File: src/rtl/axis_packet_fifo.sv
// axis_packet_fifo: store-and-forward packet FIFO for an 8-bit AXI-Stream link.
// A packet is presented on the master side only once its last beat is stored.
// The exception is a packet too large for the buffer: when the buffer fills
// while holding no complete packet, the FIFO switches to cut-through for that
// packet so the link cannot deadlock.
// The output is first-word-fall-through and is driven straight from the
// storage array at rd_ptr. Every handshake flag is derived from registered
// state only.

module axis_packet_fifo #(
  parameter int DATA_W = 8,
  parameter int DEPTH  = 16,
  localparam int CW    = $clog2(DEPTH) + 1
) (
  input  logic              clk,
  input  logic              reset,
  input  logic [DATA_W-1:0] s_axis_data,
  input  logic              s_axis_valid,
  output logic              s_axis_ready,
  input  logic              s_axis_last,
  output logic [DATA_W-1:0] m_axis_data,
  output logic              m_axis_valid,
  input  logic              m_axis_ready,
  output logic              m_axis_last,
  output logic [CW-1:0]     level,
  output logic [CW-1:0]     pkt_count,
  output logic              cut_thru
);

  localparam int            AW         = $clog2(DEPTH);
  localparam logic [CW-1:0] FULL_LEVEL = CW'(DEPTH);
  localparam logic [CW-1:0] ONE        = CW'(1);

  // Each entry holds {last, data}.
  logic [DATA_W:0] mem [DEPTH];

  logic [AW-1:0] wr_ptr_q, wr_ptr_d;
  logic [AW-1:0] rd_ptr_q, rd_ptr_d;
  logic [CW-1:0] level_q, level_d;
  logic [CW-1:0] pkt_count_q, pkt_count_d;
  logic          cut_thru_q, cut_thru_d;

  logic            wr_en;
  logic            rd_en;
  logic            wr_last;
  logic            rd_last;
  logic [DATA_W:0] rd_word;

  // Handshake flags are functions of registered state only. While full,
  // ready stays low even if a read frees a slot in the same cycle.
  assign s_axis_ready = (level_q != FULL_LEVEL);
  assign m_axis_valid = (level_q != '0) && ((pkt_count_q != '0) || cut_thru_q);

  // First-word-fall-through: the head entry is always on the output.
  assign rd_word     = mem[rd_ptr_q];
  assign m_axis_data = rd_word[DATA_W-1:0];
  assign m_axis_last = rd_word[DATA_W];

  assign level     = level_q;
  assign pkt_count = pkt_count_q;
  assign cut_thru  = cut_thru_q;

  // No beat is taken or handed out on an edge where reset is high.
  assign wr_en   = s_axis_valid && s_axis_ready && !reset;
  assign rd_en   = m_axis_valid && m_axis_ready && !reset;
  assign wr_last = s_axis_last;
  assign rd_last = rd_word[DATA_W];

  // Next-state for pointers, occupancy, packet count and cut-through flag.
  always_comb begin
    wr_ptr_d    = wr_ptr_q;
    rd_ptr_d    = rd_ptr_q;
    level_d     = level_q;
    pkt_count_d = pkt_count_q;
    cut_thru_d  = cut_thru_q;

    if (wr_en) begin
      wr_ptr_d = wr_ptr_q + AW'(1);
    end
    if (rd_en) begin
      rd_ptr_d = rd_ptr_q + AW'(1);
    end

    case ({wr_en, rd_en})
      2'b10:   level_d = level_q + ONE;
      2'b01:   level_d = level_q - ONE;
      default: level_d = level_q;
    endcase

    case ({wr_en && wr_last, rd_en && rd_last})
      2'b10:   pkt_count_d = pkt_count_q + ONE;
      2'b01:   pkt_count_d = pkt_count_q - ONE;
      default: pkt_count_d = pkt_count_q;
    endcase

    // The flag rises together with the buffer filling up without a complete
    // packet inside. Reading that packet's last beat ends it and wins over
    // a simultaneous set.
    if ((level_d == FULL_LEVEL) && (pkt_count_d == '0)) begin
      cut_thru_d = 1'b1;
    end
    if (rd_en && rd_last) begin
      cut_thru_d = 1'b0;
    end
  end

  // Control state registers with synchronous reset.
  always_ff @(posedge clk) begin
    if (reset) begin
      wr_ptr_q    <= '0;
      rd_ptr_q    <= '0;
      level_q     <= '0;
      pkt_count_q <= '0;
      cut_thru_q  <= 1'b0;
    end else begin
      wr_ptr_q    <= wr_ptr_d;
      rd_ptr_q    <= rd_ptr_d;
      level_q     <= level_d;
      pkt_count_q <= pkt_count_d;
      cut_thru_q  <= cut_thru_d;
    end
  end

  // Storage write port. Contents are deliberately not cleared on reset.
  always_ff @(posedge clk) begin
    if (wr_en) begin
      mem[wr_ptr_q] <= {wr_last, s_axis_data};
    end
  end

endmodule
File: config.mk
export PLATFORM = sky130hd
export DESIGN_NAME = axis_packet_fifo
export DESIGN_NICKNAME = d
export VERILOG_FILES = /design/src/rtl/axis_packet_fifo.sv
export SDC_FILE = /design/constraint.sdc
export NUM_CORES = 1
export LEC_CHECK = 0
export ABC_AREA = 0
export ABC_CLOCK_PERIOD_IN_PS = 4250
export BUFFER_PORTS_ARGS = -buffer_cell sky130_fd_sc_hd__buf_2
export CAP_MARGIN = 20
export CELL_PAD_IN_SITES_DETAIL_PLACEMENT = 1
export CELL_PAD_IN_SITES_GLOBAL_PLACEMENT = 2
export CORE_MARGIN = 5
export CORE_UTILIZATION = 46
export DETAILED_ROUTE_END_ITERATION = 10
export GPL_ROUTABILITY_DRIVEN = 0
export PLACE_DENSITY = 0.89
export SKIP_LAST_GASP = 1
export SLEW_MARGIN = 30
export SYNTH_ARGS = -nofsm -noshare
export SYNTH_HDL_FRONTEND = slang
export SYNTH_SLANG_ARGS = --single-unit
File: constraint.sdc
create_clock -name clk -period 4.25 [get_ports clk]
set_input_delay 0.6375 -clock clk [delete_from_list [all_inputs] [get_ports clk]]
set_output_delay 0.6375 -clock clk [all_outputs]
set_load 0.03 [all_outputs]
==> impl_metrics.yaml <==
outcome:
  run_status: "complete, no violations"
logic_synthesis:
  post_syn_nets: 413
  synth_edf_count: 144
  yosys_warnings: 0
  synth_cell_types: 47
  synth_top_family_by_area: "multiplexers"
  synth.mux.area_fraction_pct: 15.1
  synth_compound_area_share_pct: 3.22
  postSynth.topFlopCell: "sky130_fd_sc_hd__edfxtp_1"
  seq_area_frac_synth_pct: 69.5
  ys_async_sr_fraction_pct: 0
  post_synth_instance_area_um2: 6880
  postSynthCellCount: 390
  post_synth_adder_cell_area_pct: 1.82
  synth-xor-area-share_pct: 2.29
  yosys.area_share.simple_pct: 6.38
  synth_area_per_cell_um2: 17.7
  ys_seq_elements: 167
place:
  detailed_place.area_um2: 7370
  placed_cells_incl_taps: 610
  dp.final_hpwl_um: 10300
  number_of_buffers_inserted_by_port_buffering: 34
power_and_ir_drop:
  vdd_drop_max_mv: 0.291
  clockPowerShare_pct: 45.0
  combPwrFrac_pct: 3.7
  switching_share_of_power_pct: 19.9
  share_seq_of_total_power_pct: 51.3
  power_switching_mw: 0.699
  total_power_density_per_cell_area_nw_per_um2: 441
  power.leakage_nw: 2.68
  p_int_mw: 2.82
drt:
  detail_route.wirelength_um: 15400
  number_of_detailed_routing_iterations_run_before_antenna_repair: 4
  drt_first_iter_violations: 203
  antenna_violating_nets_post_route: 0
  vias_per_cell: 5.69
  detailroute.via_count: 3656
  avgRoutedWirePerCell_um: 24.0
  total_drc_errors_in_the_routed_layout: 0
final_layout:
  area_growth_syn_to_layout_pct: 15.9
  mostFrequentLayoutCell: "sky130_fd_sc_hd__edfxtp_1"
  layout-drive-gt1-share_pct: 30.8
  layout.cells.most_common_list: "sky130_fd_sc_hd__edfxtp_1 (144), sky130_fd_sc_hd__nor2_1 (41), sky130_fd_sc_hd__mux4_2 (40), sky130_fd_sc_hd__buf_2 (34)"
  final_std_cell_area_no_fill_um2: 7980
  antenna_cells_inserted: 0
  postLayoutCoreUtil_pct: 54.7
  number_of_standard_cells_in_the_final_layout_excluding_fillers: 642
  final_stage_net_count: 468
clock_network:
  clk_path_buf_depth: 2
  clock_insertion_delay_worst_skew_ns: 0.42
  clock-root-buffer: "sky130_fd_sc_hd__clkbuf_16"
  cts_tree: "yes"
  cts_htree_levels: 4
  cts_post_setup_buffers_inserted: 0
  clock_sinks: 167
  clkSlewWorstSetupHoldPaths_ns: 0.06
  cts_repair_resize_count: 0
  total_cts_buffers: 17
  post_cts_hold_buffer_count: 0
setup_path:
  timing_worst_setup_path_type: "reg -> reg"
  depth_of_the_most_critical_reg_to_reg_path: 15
  endpoint_kind: "flop"
  critical_path.endpoint: "cut_thru"
  critPathMaxFanout: 9
  worstReg2RegEnd: "cut_thru"
  data_arrival_at_the_endpoint_of_the_critical_path_ns: 3.92
  critical_path_cell_by_cell: "nor4_4 > a21boi_1 > nor2b_1 > inv_1 > ha_1 > xor2_1 > ha_1 > a21oi_1 > xor2_1 > nor2_1 > xnor2_1 > nand3_1 > nor2_1 > nand2_1 > o41ai_2"
  critPathLaunch: "level[1]"
  reg2reg_slack_ns: 0.66
  r2r-start: "level[1]"
  crit_path_start_kind: "flop"
  critical-path-max-stage-delay_ns: 0.55
  required_time_worst_endpoint_ns: 4.58
  critPathSlowestCell: "sky130_fd_sc_hd__dfxtp_1"
timing:
  drv_slew: 0
  final.setup_skew_ns: 0.00694
  final.setup.tns_ns: 0
  timing.final.crit_share_pct: 84.5
  final_report_hold_violation_count: 0
  finalSetupViolations: 0
  rsz0062_at_grt: "no"
  finalCriticalPeriod_ns: 3.59
  fin_worst_hold_slack_ns: 0.504
  max_freq_ghz: 0.278
  tightestPinTransition_ns: 0.654
  timing.slew.headroom_pct: 56.1
global_route:
  grt_overflow: 0
  grt_first_pass_wirelength_um: 24300
  grt_antenna_before_repair: 0
  via_count_of_the_first_global_routing_pass: 4038
  pin_count_of_the_biggest_net_entering_global_routing: 25
  grt.total_usage_pct: 18.6
floorplanning:
  die_x_um: 132
  initial_utilization_pct: 47.2
  design.die.area_um2: 17500
  core_area_um2: 14600
  io-pin-count: 35
  die_h_um: 132
  floorplan.rows: 44
hold_path:
  hold_path_class: "reg -> reg"
job:
  cap_viol_max_count: 0
[how the worst min path moves through the flow]
| stage | to | start | cells past startpoint | slack [ns] |
|---|---|---|---|---|
| after floorplan | flop | rd_ptr_q[3] | 2 | 0.46 |
| after global placement | cut_thru | cut_thru | 2 | 0.48 |
| after detailed placement | cut_thru | cut_thru | 2 | 0.49 |
| after CTS | cut_thru | cut_thru | 2 | 0.50 |
| after global routing | cut_thru | cut_thru | 2 | 0.56 |
| final | cut_thru | cut_thru | 2 | 0.50 |
[critical path, delay by kind of cell (launching register included)]
| kind | cells | cell delay [ns] |
|---|---|---|
| and+or+nand+nor | 6 | 0.85 |
| adders and majority gates | 2 | 0.55 |
| DFF | 1 | 0.55 |
| xor gates and xnor gates | 3 | 0.54 |
| AOI/OAI and AO/OA | 3 | 0.87 |
| buffers and inverters | 1 | 0.12 |
[cell type report]
type,count,area [um^2]
fillers,1325,6610
flip-flops and latches,167,4790
multi-input cells,195,1990
clock buffers,19,433
repair buffers,56,335
well taps,184,230
clock inverters,13,179
inverters,8,30.0
[state kept, by name, indices dropped and copies added, names as in the netlist, named ones only]
register / count
mem: 144
level: 5
pkt_count: 5
rd_ptr_q: 4
wr_ptr_q: 4
cut_thru: 1
[synth_stat cells (2+ instances only)]
cell type / instances / area [um^2]
sky130_fd_sc_hd__edfxtp_1: 144 / 4320
sky130_fd_sc_hd__nor2_1: 41 / 154
sky130_fd_sc_hd__mux4_2: 40 / 901
sky130_fd_sc_hd__dfxtp_1: 23 / 460
sky130_fd_sc_hd__nand2_1: 13 / 48.8
sky130_fd_sc_hd__xor2_1: 12 / 105
sky130_fd_sc_hd__ha_1: 10 / 125
sky130_fd_sc_hd__clkbuf_1: 9 / 33.8
sky130_fd_sc_hd__a21oi_1: 7 / 35.0
sky130_fd_sc_hd__buf_2: 7 / 35.0
sky130_fd_sc_hd__inv_1: 7 / 26.3
sky130_fd_sc_hd__mux2i_1: 7 / 70.1
sky130_fd_sc_hd__nor3_1: 7 / 35.0
sky130_fd_sc_hd__xnor2_1: 6 / 52.6
sky130_fd_sc_hd__mux2_2: 5 / 56.3
sky130_fd_sc_hd__nor2b_1: 5 / 31.3
sky130_fd_sc_hd__nor3b_1: 5 / 37.5
sky130_fd_sc_hd__buf_1: 4 / 15.0
sky130_fd_sc_hd__a22oi_1: 3 / 22.5
sky130_fd_sc_hd__nand2b_1: 3 / 18.8
sky130_fd_sc_hd__o21ai_0: 3 / 15.0
sky130_fd_sc_hd__a211o_1: 2 / 17.5
sky130_fd_sc_hd__nand3_1: 2 / 10.0
sky130_fd_sc_hd__o22ai_1: 2 / 12.5
[stage by stage]
stage | power, mW | worst slack (ns)
after floorplan | 1.92 | 0.872
after global placement | 1.96 | 0.752
after detailed placement | 1.97 | 0.595
after CTS | 3.55 | 0.620
after global routing | 3.64 | 0.284
final | 3.52 | 0.659
[per-layer routing]
layer	vias to the layer above	GRT usage [%]	wire [um]
met1	1908	23.3	6300
met4	0	6.62	282
met2	86	31.7	8180
met3	25	4.31	664
met5	-	0	0
li1	1637	-	-
[logic make-up after synthesis]
| kind of cell | Yosys count |
|---|---|
| compound gates | 28 |
| xor+xnor | 18 |
| fa+ha+maj | 10 |
| buf+inv | 28 |
| flops | 167 |
| mux | 53 |
| simple gates | 86 |
[power groups by stage]
| stage | registers [mW] | logic [mW] | clock network (mW) |
|---|---|---|---|
| 2_1_floorplan | 1.84 | 0.0755 | 0 |
| 3_3_place_gp | 1.84 | 0.124 | 0 |
| 3_5_place_dp | 1.84 | 0.131 | 0 |
| 4_1_cts | 1.81 | 0.132 | 1.61 |
| 5_1_grt | 1.81 | 0.142 | 1.69 |
| 6_report | 1.81 | 0.129 | 1.58 |
No activity file was read; power rests on OpenSTA's default activity.
